<file path="src/rtl/digitizer_buffer_reader_if.sv">
// -----------------------------------------------------------------------------
// digitizer_buffer_reader_if
//
// Bundles every non-clock signal of the digitizer buffer reader into one
// interface.
//
// Signals
//   READ_START   start request, sampled only while the reader is idle
//   READ_COUNT   number of words to drain, sampled with READ_START
//   BUFFER_READ  one-cycle pulse that advances the buffer tail pointer
//   BUFFER_DATA  registered read-port data from the sample buffer
//   OUT_DATA     sample presented downstream
//   OUT_VALID    OUT_DATA is valid
//   OUT_READY    downstream accept
//   BUSY         transfer in progress
//   DONE         one-cycle completion pulse
//
// Modports
//   master  the reader itself (drives BUFFER_READ, OUT_*, BUSY, DONE)
//   slave   the surroundings: start logic, sample buffer and downstream sink
//
// CW must equal $clog2(BUFFER_SIZE)+1 of the connected reader.
// -----------------------------------------------------------------------------
interface digitizer_buffer_reader_if #(
    parameter int DATA_WIDTH = 16,
    parameter int CW         = 10
);
    logic                  READ_START;
    logic [CW-1:0]         READ_COUNT;
    logic                  BUFFER_READ;
    logic [DATA_WIDTH-1:0] BUFFER_DATA;
    logic [DATA_WIDTH-1:0] OUT_DATA;
    logic                  OUT_VALID;
    logic                  OUT_READY;
    logic                  BUSY;
    logic                  DONE;

    modport master (
        input  READ_START,
        input  READ_COUNT,
        input  BUFFER_DATA,
        input  OUT_READY,
        output BUFFER_READ,
        output OUT_DATA,
        output OUT_VALID,
        output BUSY,
        output DONE
    );

    modport slave (
        output READ_START,
        output READ_COUNT,
        output BUFFER_DATA,
        output OUT_READY,
        input  BUFFER_READ,
        input  OUT_DATA,
        input  OUT_VALID,
        input  BUSY,
        input  DONE
    );
endinterface

</file>
<file path="src/rtl/digitizer_buffer_reader.sv">
// -----------------------------------------------------------------------------
// digitizer_buffer_reader
//
// Read-side controller for the digitizer sample circular buffer. A start
// request latches a word count (clamped to BUFFER_SIZE). The reader then
// presents the word currently on the buffer read port, waits for the
// downstream handshake, and pulses BUFFER_READ to advance the tail. After
// that it waits READ_LATENCY cycles for the buffer to show the next word.
// No advance is issued after the last word, so a count of N produces N-1
// BUFFER_READ pulses and leaves the tail on the last word read.
//
// Ports
//   CLK    system clock, all logic on the rising edge
//   RESET  synchronous active-high reset
//   bus    digitizer_buffer_reader_if.master (start/count, buffer read port,
//          valid/ready output stream, BUSY/DONE status)
//
// Parameters
//   DATA_WIDTH    sample width, must match the buffer
//   BUFFER_SIZE   buffer depth in words, upper bound for the read count
//   READ_LATENCY  cycles from BUFFER_READ until BUFFER_DATA updates (1..15)
// -----------------------------------------------------------------------------
module digitizer_buffer_reader #(
    parameter int DATA_WIDTH   = 16,
    parameter int BUFFER_SIZE  = 512,
    parameter int READ_LATENCY = 3
) (
    input  logic                      CLK,
    input  logic                      RESET,
    digitizer_buffer_reader_if.master bus
);

    localparam int            CW          = $clog2(BUFFER_SIZE) + 1;
    localparam logic [CW-1:0] MAX_COUNT   = CW'(BUFFER_SIZE);
    localparam logic [3:0]    SETTLE_LOAD = 4'(READ_LATENCY);

    typedef enum logic [2:0] {
        S_IDLE,
        S_LOAD,
        S_HOLD,
        S_ADVANCE,
        S_SETTLE,
        S_FINISH
    } state_t;

    state_t                state_reg,     state_next;
    logic [CW-1:0]         remaining_reg, remaining_next;
    logic [3:0]            settle_reg,    settle_next;
    logic [DATA_WIDTH-1:0] out_data_reg,  out_data_next;
    logic                  out_valid_reg, out_valid_next;
    logic                  busy_reg,      busy_next;
    logic                  done_reg,      done_next;

    logic [CW-1:0]         count_clamped;

    // Requests larger than the buffer can never be satisfied, so they are
    // trimmed to one full buffer.
    assign count_clamped = (bus.READ_COUNT > MAX_COUNT) ? MAX_COUNT : bus.READ_COUNT;

    // -------------------------------------------------------------------------
    // State and datapath registers
    // -------------------------------------------------------------------------
    always_ff @(posedge CLK) begin
        if (RESET) begin
            state_reg     <= S_IDLE;
            remaining_reg <= '0;
            settle_reg    <= '0;
            out_data_reg  <= '0;
            out_valid_reg <= 1'b0;
            busy_reg      <= 1'b0;
            done_reg      <= 1'b0;
        end else begin
            state_reg     <= state_next;
            remaining_reg <= remaining_next;
            settle_reg    <= settle_next;
            out_data_reg  <= out_data_next;
            out_valid_reg <= out_valid_next;
            busy_reg      <= busy_next;
            done_reg      <= done_next;
        end
    end

    // -------------------------------------------------------------------------
    // Next-state and output logic
    // -------------------------------------------------------------------------
    always_comb begin
        state_next     = state_reg;
        remaining_next = remaining_reg;
        settle_next    = settle_reg;
        out_data_next  = out_data_reg;
        out_valid_next = out_valid_reg;
        busy_next      = busy_reg;
        done_next      = 1'b0;

        case (state_reg)
            S_IDLE: begin
                if (bus.READ_START) begin
                    remaining_next = count_clamped;
                    if (count_clamped == '0) begin
                        // Nothing to move: report completion without ever
                        // touching the buffer or the output stream.
                        state_next = S_FINISH;
                    end else begin
                        busy_next  = 1'b1;
                        state_next = S_LOAD;
                    end
                end
            end

            S_LOAD: begin
                out_data_next  = bus.BUFFER_DATA;
                out_valid_next = 1'b1;
                state_next     = S_HOLD;
            end

            S_HOLD: begin
                // OUT_DATA is frozen here; only the handshake moves us on.
                if (bus.OUT_READY) begin
                    out_valid_next = 1'b0;
                    remaining_next = remaining_reg - 1'b1;
                    if (remaining_reg == CW'(1)) begin
                        state_next = S_FINISH;
                    end else begin
                        state_next = S_ADVANCE;
                    end
                end
            end

            S_ADVANCE: begin
                // BUFFER_READ is decoded from this state, so it is exactly
                // one cycle wide and never back-to-back.
                settle_next = SETTLE_LOAD;
                state_next  = S_SETTLE;
            end

            S_SETTLE: begin
                // Spend READ_LATENCY cycles here so the buffer has updated
                // its read port before LOAD samples it.
                settle_next = (settle_reg != 4'd0) ? settle_reg - 4'd1 : 4'd0;
                if (settle_reg <= 4'd1) begin
                    state_next = S_LOAD;
                end
            end

            S_FINISH: begin
                done_next  = 1'b1;
                busy_next  = 1'b0;
                state_next = S_IDLE;
            end

            default: begin
                state_next = S_IDLE;
            end
        endcase
    end

    assign bus.BUFFER_READ = (state_reg == S_ADVANCE);
    assign bus.OUT_DATA    = out_data_reg;
    assign bus.OUT_VALID   = out_valid_reg;
    assign bus.BUSY        = busy_reg;
    assign bus.DONE        = done_reg;

endmodule

</file>
<file path="src/flat_wrapper.sv">
// flat-port wrapper written by rule: the top's interface ports become plain ports
module digitizer_buffer_reader_flat 
#(
    parameter int DATA_WIDTH   = 16,
    parameter int BUFFER_SIZE  = 512,
    parameter int READ_LATENCY = 3
)
  (CLK, RESET, bus_READ_START, bus_READ_COUNT, bus_BUFFER_DATA, bus_OUT_READY, bus_BUFFER_READ, bus_OUT_DATA, bus_OUT_VALID, bus_BUSY, bus_DONE);
  digitizer_buffer_reader_if #(.DATA_WIDTH(DATA_WIDTH)) bus_i ();
  input  logic CLK;
  input  logic RESET;
  input wire logic [$bits(bus_i.READ_START)-1:0] bus_READ_START;
  input wire logic [$bits(bus_i.READ_COUNT)-1:0] bus_READ_COUNT;
  input wire logic [$bits(bus_i.BUFFER_DATA)-1:0] bus_BUFFER_DATA;
  input wire logic [$bits(bus_i.OUT_READY)-1:0] bus_OUT_READY;
  output wire logic [$bits(bus_i.BUFFER_READ)-1:0] bus_BUFFER_READ;
  output wire logic [$bits(bus_i.OUT_DATA)-1:0] bus_OUT_DATA;
  output wire logic [$bits(bus_i.OUT_VALID)-1:0] bus_OUT_VALID;
  output wire logic [$bits(bus_i.BUSY)-1:0] bus_BUSY;
  output wire logic [$bits(bus_i.DONE)-1:0] bus_DONE;
  assign bus_i.READ_START = bus_READ_START;
  assign bus_i.READ_COUNT = bus_READ_COUNT;
  assign bus_i.BUFFER_DATA = bus_BUFFER_DATA;
  assign bus_i.OUT_READY = bus_OUT_READY;
  assign bus_BUFFER_READ = bus_i.BUFFER_READ;
  assign bus_OUT_DATA = bus_i.OUT_DATA;
  assign bus_OUT_VALID = bus_i.OUT_VALID;
  assign bus_BUSY = bus_i.BUSY;
  assign bus_DONE = bus_i.DONE;
  digitizer_buffer_reader #(.DATA_WIDTH(DATA_WIDTH), .BUFFER_SIZE(BUFFER_SIZE), .READ_LATENCY(READ_LATENCY)) u_core (.CLK(CLK), .RESET(RESET), .bus(bus_i));
endmodule
</file>
<file path="config.mk">
export PLATFORM = sky130hd
export DESIGN_NAME = digitizer_buffer_reader_flat
export DESIGN_NICKNAME = d
export VERILOG_FILES = /design/src/rtl/digitizer_buffer_reader_if.sv /design/src/rtl/digitizer_buffer_reader.sv /design/src/flat_wrapper.sv
export SDC_FILE = /design/constraint.sdc
export NUM_CORES = 1
export LEC_CHECK = 0
export CAP_MARGIN = 20
export CELL_PAD_IN_SITES_DETAIL_PLACEMENT = 0
export CELL_PAD_IN_SITES_GLOBAL_PLACEMENT = 1
export CORE_UTILIZATION = 34
export DETAILED_ROUTE_END_ITERATION = 16
export PLACE_DENSITY = 0.9
export SLEW_MARGIN = 15
export SYNTH_ARGS = -nofsm -noshare
export SYNTH_HDL_FRONTEND = slang
export SYNTH_SLANG_ARGS = --single-unit
</file>
<file path="constraint.sdc">
create_clock -name CLK -period 2.2 [get_ports CLK]
set_input_delay 0.44 -clock CLK [delete_from_list [all_inputs] [get_ports CLK]]
set_output_delay 0.44 -clock CLK [all_outputs]
set_load 0.02 [all_outputs]
</file>
==> results of run 1 <==
kinds of logic (layout without fill, tap and decap cells):
logic type      after synthesis  count (layout)  synth area share
fa+ha+maj                     2               2           0.01432
flops                        36              36            0.4126
buf+inv                      22              71           0.05516
compound gates               68              68            0.2407
simple gates                 94              94            0.2772
tightest hold or removal path: stages, from the launching register on:
cell	delay, ps
dfxtp_1	310
nand2_1	50
a21oi_1	50
metal layers:
layer | vias up | track usage
met1 | 795 | 0.2168
met3 | 7 | 0.04115
met4 | 0 | 0.05128
met2 | 56 | 0.2640
met5 | - | 0
li1 | 891 | -
power groups by stage:
| stage | clock, mW | sequential (mW) | combinational (mW) |
|---|---|---|---|
| 3_5_place_dp | 0 | 0.788 | 0.517 |
| 5_1_grt | 0.471 | 0.784 | 0.570 |
| 2_1_floorplan | 0 | 0.809 | 0.301 |
| 6_report | 0.433 | 0.774 | 0.515 |
| 3_3_place_gp | 0 | 0.786 | 0.514 |
| 4_1_cts | 0.451 | 0.773 | 0.520 |
synth_stat cells, drive strengths merged:
| cell | number |
|---|---|
| nor4b | 1 |
| ha | 2 |
| a2111oi | 1 |
| a211o | 1 |
| nand3b | 1 |
| and3 | 2 |
| nor2b | 1 |
| dfxtp | 36 |
| clkbuf | 8 |
| a21oi | 34 |
| nor2 | 12 |
| o21bai | 1 |
| o21ai | 9 |
| o32ai | 1 |
| o22ai | 1 |
| or3b | 2 |
| a311o | 2 |
| nor3b | 2 |
| a211oi | 6 |
| or4b | 3 |
| nand2 | 39 |
| buf | 6 |
| or4 | 3 |
| o31ai | 1 |
| or3 | 1 |
| nand3 | 4 |
| a21o | 2 |
| a31oi | 4 |
| a311oi | 1 |
| a32oi | 1 |
| a221oi | 1 |
| nor4 | 3 |
| o211ai | 1 |
| a31o | 1 |
| or2 | 2 |
| inv | 8 |
| nor3 | 12 |
| nand2b | 6 |
final cells by class:
| cell class | count | area [sq um] |
|---|---|---|
| clock inverters | 1 | 5.005 |
| inverters | 8 | 30.03 |
| repair buffers | 56 | 545.5 |
| multi-input cells | 164 | 929.6 |
| well taps | 67 | 83.83 |
| fillers | 502 | 2429 |
| clock buffers | 6 | 72.57 |
| flip-flops and latches | 36 | 721.9 |
worst max path at each step:
stage / start / end / slack [ps] / cells after the start
floorplan: u_core.remaining_reg[0] / u_core.remaining_reg[6] / 500 / 6
global placement: bus_READ_COUNT[3] / u_core.state_reg[2] / 240 / 5
detailed placement: bus_READ_COUNT[4] / u_core.state_reg[2] / 210 / 5
CTS: u_core.state_reg[1] / bus_BUFFER_READ / 40 / 4
global route: u_core.state_reg[1] / u_core.remaining_reg[9] / 180 / 5
finish: u_core.state_reg[1] / u_core.remaining_reg[9] / 320 / 5
==> metrics, run 1 <==
worst reg-to-reg setup slack=320 ps; vias in the first global route=1534; Worst EP arrival=2060 ps; Pint=1.171 mW; GRT overflow=0; layout cells sized above 1=0.09594; syn_nets=254; gpl congestion=0.7835; post-CTS sizing=1; Setup Fix Bufs, Post-CTS=0; critical path's top delay family=simple AND/OR/NAND/NOR gates; crit path capture type=flop; post-route setup TNS=0 ps; WP data required=2380 ps; die height=73.68 um; WHS=452.7 ps; Gate power share=0.299; Leak=0.8642 nW; post-synthesis cell type count=45; via count=1749; Antenna Nets Post-Route=0; die area=0.005428 sq mm; PD cells=721.3 mW/mm^2; Post-Syn Instances=222; diode count=0; origin of the critical flop-to-flop path=u_core.state_reg[1]; #FFs+latches synth=36; leading area contributor after synthesis=dfxtp_1; crit path cell chain=buf_4, nor3b_2, nor2_1, a31o_2, a2111oi_2; startpoint types=flop; first-pass GRT wire length=6.906 mm; FP Rows=25; drt pass-1 iters=4; Die Span X=73.68 um; relative slew slack=0.6642; cts bufs inserted=5; critical path's slowest cell=nor3b_2; most common cell after layout, fill and taps aside=clkdlybuf4s50_1; clock tree buffer depth=2; # clock sinks=36; Clock Pin Slew Worst Setup and Hold Paths=70 ps; Final period util=0.8542; Design Area, Final=0.002389 sq mm; Final Max Tran Viols=0; Core ar.=0.004817 sq mm; Skew-Pair Late Insertion Delay=280 ps; CP Buf/Inv Count=1; Largest register FFs=16; DP Area=0.002307 sq mm; H-tree levels=2; met3 wire len=268 um; RSZ-0062 raised after global routing=false; Fin. Hold Viols=0; register area share after synthesis=0.4126; Reg2Reg Depth=5; initial antenna violation count=0; total wire length=4.190 mm; Setup Viol. Count Final=0; Top Layer Used=met4; fin nets=303; area grow syn2layout=36.75%; Sequential Power Share=0.449; initial core utilization=0.3626; Ys Warns=0; DR WL/cell=12.40 um; min-delay src=u_core.bus.OUT_DATA[8]; Initial DRC Count=81; share of the synthesized area in the top cell type=0.4126; final worst slack=320.7 ps; num ports=50; TritonCTS clock tree=yes; Clock Skew=6.142 ps; largest net degree at the start of global routing=18; hold_buf cts=0; root buffer cell=clkbuf_8; Met2 Wirelength=1.872 mm; outcome=finished, final reports clean; dpl ws=209.5 ps; IO Port Bufs=49; Hold WC Path Type=flop to flop; hold depth=2; Psw=0.5515 mW; most frequent cells in the layout=clkdlybuf4s50_1, nand2_1, dfxtp_1; max-cap violation count=0; syn avg cell area=7.868 sq um; drt drc=0; Core Util, Final=0.4958; Crit Path Max Fanout=10; Final Non-Filler Cells=338; Met1 Wirelength=2.000 mm; Worst Max-Slew Pin Slew=501.5 ps; Hold EP=u_core.bus.OUT_DATA[8]; largest vdd supply drop=0.2672 mV; Worst Setup Path Type=flop to flop; ranking of synthesized cells by area=dfxtp_1, a21oi_1, nand2_1; overall power after layout=1.723 mW; Clk network pwr share=0.252; Post-Syn Area=0.001747 sq mm; min Tclk post-route=1879 ps; sw frac=0.3201; delay of the slowest critical-path stage=450 ps; maximum clock rate=532.1 MHz; routed vias/inst=5.175; post-detail-place hpwl=3.117 mm; Worst R2R End=u_core.remaining_reg[9]; placed insts=331; All-Layer GR Usage=0.1645
(Power assumes the default switching activity.)
==> inputs of run 2 (changes only) <==
--- a/config.mk
+++ b/config.mk
@@ -8,6 +8,7 @@
 export CAP_MARGIN = 20
 export CELL_PAD_IN_SITES_DETAIL_PLACEMENT = 0
 export CELL_PAD_IN_SITES_GLOBAL_PLACEMENT = 1
+export CORE_MARGIN = 3
 export CORE_UTILIZATION = 34
 export DETAILED_ROUTE_END_ITERATION = 16
 export PLACE_DENSITY = 0.9
==> metrics, run 2 (synthesis gave the netlist of run 1 again) <==
drt drc=0 (unchanged); routed vias/inst=5.138 (-0.71%); total wire length=4.282 mm (+2.2%); clock tree buffer depth=2 (unchanged); origin of the critical flop-to-flop path=u_core.remaining_reg[0]; Initial DRC Count=86 (+6.2%); Clock Skew=3.283 ps (-2.860 ps); relative slew slack=0.7087 (+0.04452); Final Non-Filler Cells=341 (+0.89%); GRT overflow=0 (unchanged); most frequent cells in the layout=clkdlybuf4s50_1, nand2_1, dfxtp_1; Reg2Reg Depth=6 (+1); Final Max Tran Viols=0 (unchanged); WHS=452.7 ps (-0.03700 ps); DP Area=0.002330 sq mm (+0.98%); TritonCTS clock tree=yes; Top Layer Used=met4; Met2 Wirelength=1.861 mm (-0.59%); largest net degree at the start of global routing=18 (unchanged); die area=0.006033 sq mm (+11%); root buffer cell=clkbuf_8; CP startpoint=u_core.remaining_reg[0]; WP data required=2370 ps (about the same); Core ar.=0.004848 sq mm (+0.65%); Design Area, Final=0.002410 sq mm (+0.89%); fin nets=306 (+0.99%); hold depth=2 (unchanged); Antenna Nets Post-Route=0 (unchanged); diode count=0 (unchanged); Largest register FFs=16 (unchanged); via count=1752 (+0.17%); All-Layer GR Usage=0.1469 (-0.01764); num ports=50 (unchanged); area grow syn2layout=37.97%; largest vdd supply drop=0.3648 mV (+36%); initial core utilization=0.3603 (-0.002339); max-cap violation count=0 (unchanged); H-tree levels=2 (unchanged); # clock sinks=36 (unchanged); layout cells sized above 1=0.1022 (+0.006249); Final period util=0.8421 (-0.01210); PD cells=721.9 mW/mm^2 (about the same); cts bufs inserted=5 (unchanged); Skew-Pair Late Insertion Delay=280 ps (about the same); FP Rows=25 (unchanged); most common cell after layout, fill and taps aside=clkdlybuf4s50_1; vias in the first global route=1588 (+3.5%); Setup Fix Bufs, Post-CTS=0 (unchanged); Met1 Wirelength=2.071 mm (+3.6%); post-route setup TNS=0 ps (unchanged); placed insts=334 (+0.91%); Crit Path Max Fanout=5 (-5); Setup Viol. Count Final=0 (unchanged); die height=77.68 um (+5.4%); Worst EP arrival=2020 ps (-40 ps); first-pass GRT wire length=7.224 mm (+4.6%); crit path capture type=flop; Worst Max-Slew Pin Slew=432.9 ps (-68.58 ps); Hold WC Path Type=flop to flop; startpoint types=flop; Clock Pin Slew Worst Setup and Hold Paths=70 ps (about the same); post-detail-place hpwl=3.185 mm (+2.2%); fill count=480 (-4.4%); initial antenna violation count=0 (unchanged); Fin. Hold Viols=0 (unchanged); outcome=finished, final reports clean; Worst Setup Path Type=flop to flop; Leak=0.8794 nW (+1.8%); IO Port Bufs=49 (unchanged); met3 wire len=318 um (+19%); RSZ-0062 raised after global routing=false; min Tclk post-route=1853 ps (-26.63 ps); drt pass-1 iters=4 (unchanged); overall power after layout=1.740 mW (+0.98%); DR WL/cell=12.56 um (+1.3%); hold_buf cts=0 (unchanged); Die Span X=77.68 um (+5.4%); maximum clock rate=539.8 MHz (+1.4%); gpl congestion=0.8394 (+7.1%); min-delay src=u_core.bus.OUT_DATA[15]
run 2: changes by cell type in the layout (fill, tap and decap cells not counted):
cell and delta:
buf_4 +3, dfxtp_1 +1, dfxtp_2 -1
run 2: worst paths after layout:
kind,end,slack (ps)
max,u_core.remaining_reg[6],350
min,u_core.bus.OUT_DATA[15],450
max reg2reg,u_core.remaining_reg[6],350
min reg2reg,u_core.bus.OUT_DATA[15],450
run 2: where the power goes:
group / switching, mW / leakage [nW] / internal, mW / total (mW)
Clock: 0.223 / 0.0410 / 0.215 / 0.438
Combinational: 0.285 / 0.544 / 0.250 / 0.535
Sequential: 0.0508 / 0.294 / 0.716 / 0.767
Total: 0.559 / 0.879 / 1.18 / 1.74
run 2: final cells by class:
type,instances,area [sq um],share of cell area
clock inverter,1,5.005,0.002077
clock buffer,6,72.57,0.03011
timing repair buffer,59,568.0,0.2357
sequential,36,720.7,0.2991
tap,67,83.83,0.03479
multi-input combinational,164,929.6,0.3858
inverter,8,30.03,0.01246
run 2: timing repair:
action | 4_1_cts | 5_1_grt
endpoints found under the setup margin | 0 | 1
hold endpoints to repair | 0 | 0
resized for setup | 0 | 1
run 2: layer usage:
metal  global-route usage  vias up
met2               0.2149       59
met4              0.04626        0
met3              0.04408        5
met5                    0        -
li1                     -      896
met1               0.2059      792
run 2: critical path, cell delays in order (launching register included):
cell     delay, ps
dfxtp_1        350
inv_1          110
ha_1           180
or3b_2         520
or3_1          330
a21oi_1        150
o32ai_1        100
run 2: through the flow:
| stage | util | worst slack [ps] |
|---|---|---|
| after floorplan | - | 496.2 |
| after detailed placement | 0.4805 | 228.9 |
| after global placement | 0.4805 | 269.2 |
| after CTS | 0.4965 | 65.62 |
| after global routing | 0.4970 | 253.3 |
| final | 0.4970 | 347.3 |
==> inputs of run 3 (changes only) <==
--- a/config.mk
+++ b/config.mk
@@ -9,9 +9,9 @@
 export CELL_PAD_IN_SITES_DETAIL_PLACEMENT = 0
 export CELL_PAD_IN_SITES_GLOBAL_PLACEMENT = 1
 export CORE_MARGIN = 3
-export CORE_UTILIZATION = 34
+export CORE_UTILIZATION = 30
 export DETAILED_ROUTE_END_ITERATION = 16
-export PLACE_DENSITY = 0.9
+export PLACE_DENSITY = 0.85
 export SLEW_MARGIN = 15
 export SYNTH_ARGS = -nofsm -noshare
 export SYNTH_HDL_FRONTEND = slang
==> constraint.sdc (replaced) <==
create_clock -name CLK -period 1.64 [get_ports CLK]
set_input_delay 0.328 -clock CLK [delete_from_list [all_inputs] [get_ports CLK]]
set_output_delay 0.328 -clock CLK [all_outputs]
set_load 0.02 [all_outputs]
==> metrics, run 3 (synthesis gave the netlist of run 1 again) <==
H-tree levels=2 (unchanged); Clock Skew=9.369 ps (+6.086 ps); routed vias/inst=4.995 (-2.8%); crit path capture type=flop; PD cells=943.5 mW/mm^2 (+31%); Final Non-Filler Cells=378 (+11%); WP data required=1880 ps (-490 ps); dpl ws=-231.2 ps (-460.0 ps); Crit Path Max Fanout=6 (+1); Seq. cell area=729.5 sq um (+1.2%); Skew-Pair Late Insertion Delay=290 ps (about the same); gpl congestion=0.8344 (-0.60%); Worst Setup Path Type=flop to flop; initial antenna violation count=0 (unchanged); Setup Viol. Count Final=0 (unchanged); drt drc=0 (unchanged); first-pass GRT wire length=7.866 mm (+8.9%); Initial DRC Count=96 (+12%); TritonCTS clock tree=yes; initial core utilization=0.3134 (-0.04690); placed insts=369 (+10%); Worst EP arrival=1870 ps (-150 ps); most frequent cells in the layout=clkdlybuf4s50_1, nand2_1, buf_4; RSZ-0062 raised after global routing=true; post-detail-place hpwl=3.699 mm (+16%); diode count=0 (unchanged); Clock Pin Slew Worst Setup and Hold Paths=80 ps (about the same); Hold WC Path Type=flop to flop; area grow syn2layout=60.17%; Die Span X=82.31 um (+6.0%); Largest register FFs=16 (unchanged); IO Port Bufs=49 (unchanged); layout cells sized above 1=0.2680 (+0.1658); final worst slack=6.202 ps (-341.1 ps); max-cap violation count=0 (unchanged); Final Max Tran Viols=0 (unchanged); die height=82.31 um (+6.0%); All-Layer GR Usage=0.1494 (+0.002512); via count=1888 (+7.8%); maximum clock rate=612.1 MHz (+13%); largest net degree at the start of global routing=18 (unchanged); cts bufs inserted=5 (unchanged); fin nets=337 (+10%); outcome=finished, final reports clean; Leak=1.043 nW (+19%); Final period util=0.9962 (+0.1541); min Tclk post-route=1634 ps (-218.9 ps); root buffer cell=clkbuf_8; DP Area=0.002564 sq mm (+10%); most common cell after layout, fill and taps aside=clkdlybuf4s50_1; # clock sinks=36 (unchanged); vias in the first global route=1758 (+11%); hold_buf cts=0 (unchanged); Multi-input gate area=0.001046 sq mm (+13%); Fin. Hold Viols=0 (unchanged); startpoint types=flop; Antenna Nets Post-Route=0 (unchanged); num ports=50 (unchanged); Worst Max-Slew Pin Slew=523.7 ps (+90.75 ps); FP Rows=27 (+8.0%); relative slew slack=0.6477 (-0.06106); drt pass-1 iters=4 (unchanged); largest vdd supply drop=0.4262 mV (+17%); total wire length=4.939 mm (+15%); Design Area, Final=0.002798 sq mm (+16%); clock tree buffer depth=2 (unchanged); Core ar.=0.005574 sq mm (+15%); die area=0.006774 sq mm (+12%); fill count=554 (+15%); DR WL/cell=13.07 um (+4.1%); GRT overflow=0 (unchanged)
[run 3: cell count changes in the layout (fill, tap and decap cells not counted), sizes merged]
cell          delta
dlymetal6s2s     -1
clkinv           +2
buf             +32
clkbuf           -1
[run 3: critical path: stages, from the launching register on]
cell,delay (ps)
dfxtp_4,370
buf_6,120
or4b_4,490
or4b_4,490
a21oi_2,120
[run 3: layout make-up]
| class | instances | area share |
|---|---|---|
| clock buffer | 5 | 0.02460 |
| clock inverter | 3 | 0.006708 |
| inverter | 8 | 0.01163 |
| multi-input combinational | 164 | 0.3739 |
| sequential | 36 | 0.2607 |
| tap | 72 | 0.03220 |
| timing repair buffer | 90 | 0.2903 |
[run 3: worst paths after layout]
kind	cells after the start	start	slack (ps)	endpoint
max reg2reg	4	u_core.state_reg[1]	6	u_core.settle_reg[2]
min reg2reg	2	u_core.bus.OUT_DATA[4]	450	u_core.bus.OUT_DATA[4]
min	2	u_core.bus.OUT_DATA[4]	450	u_core.bus.OUT_DATA[4]
max	4	u_core.state_reg[1]	6	u_core.settle_reg[2]
[run 3: timing repair]
| action | CTS | global route |
|---|---|---|
| setup buffers | 0 | 1 |
| resized for setup | 18 | 23 |
| setup endpoints to repair | 11 | 12 |
| pin swaps | 9 | 10 |
[run 3: per-stage QoR]
| stage | setup TNS (ps) | utilization | hold WS, ps | total power, mW |
|---|---|---|---|---|
| after CTS | -12.71 | 0.4842 | 456.9 | 2.582 |
| final | 0 | 0.5019 | 454.7 | 2.639 |
| after global routing | -194.6 | 0.5019 | 470.0 | 2.800 |
| after detailed placement | -1545 | 0.4599 | 445.6 | 1.904 |
| after global placement | -1130 | 0.4599 | 441.1 | 1.890 |
| after floorplan | 0 | - | 453.5 | 1.496 |
[run 3: report_power, final]
group          switching, mW  internal (mW)  leakage (nW)
logic                  0.472          0.511         0.699
registers             0.0687          0.962         0.296
clock network          0.330          0.296        0.0479
total                  0.870           1.77          1.04
[run 3: metal layers]
metal | track usage | vias to the layer above | part of all wire
li1 | - | 964 | -
met1 | 0.1867 | 870 | 0.43
met2 | 0.2548 | 46 | 0.50
met3 | 0.03037 | 8 | 0.053
met4 | 0.04983 | 0 | 0.011
met5 | 0 | - | 0
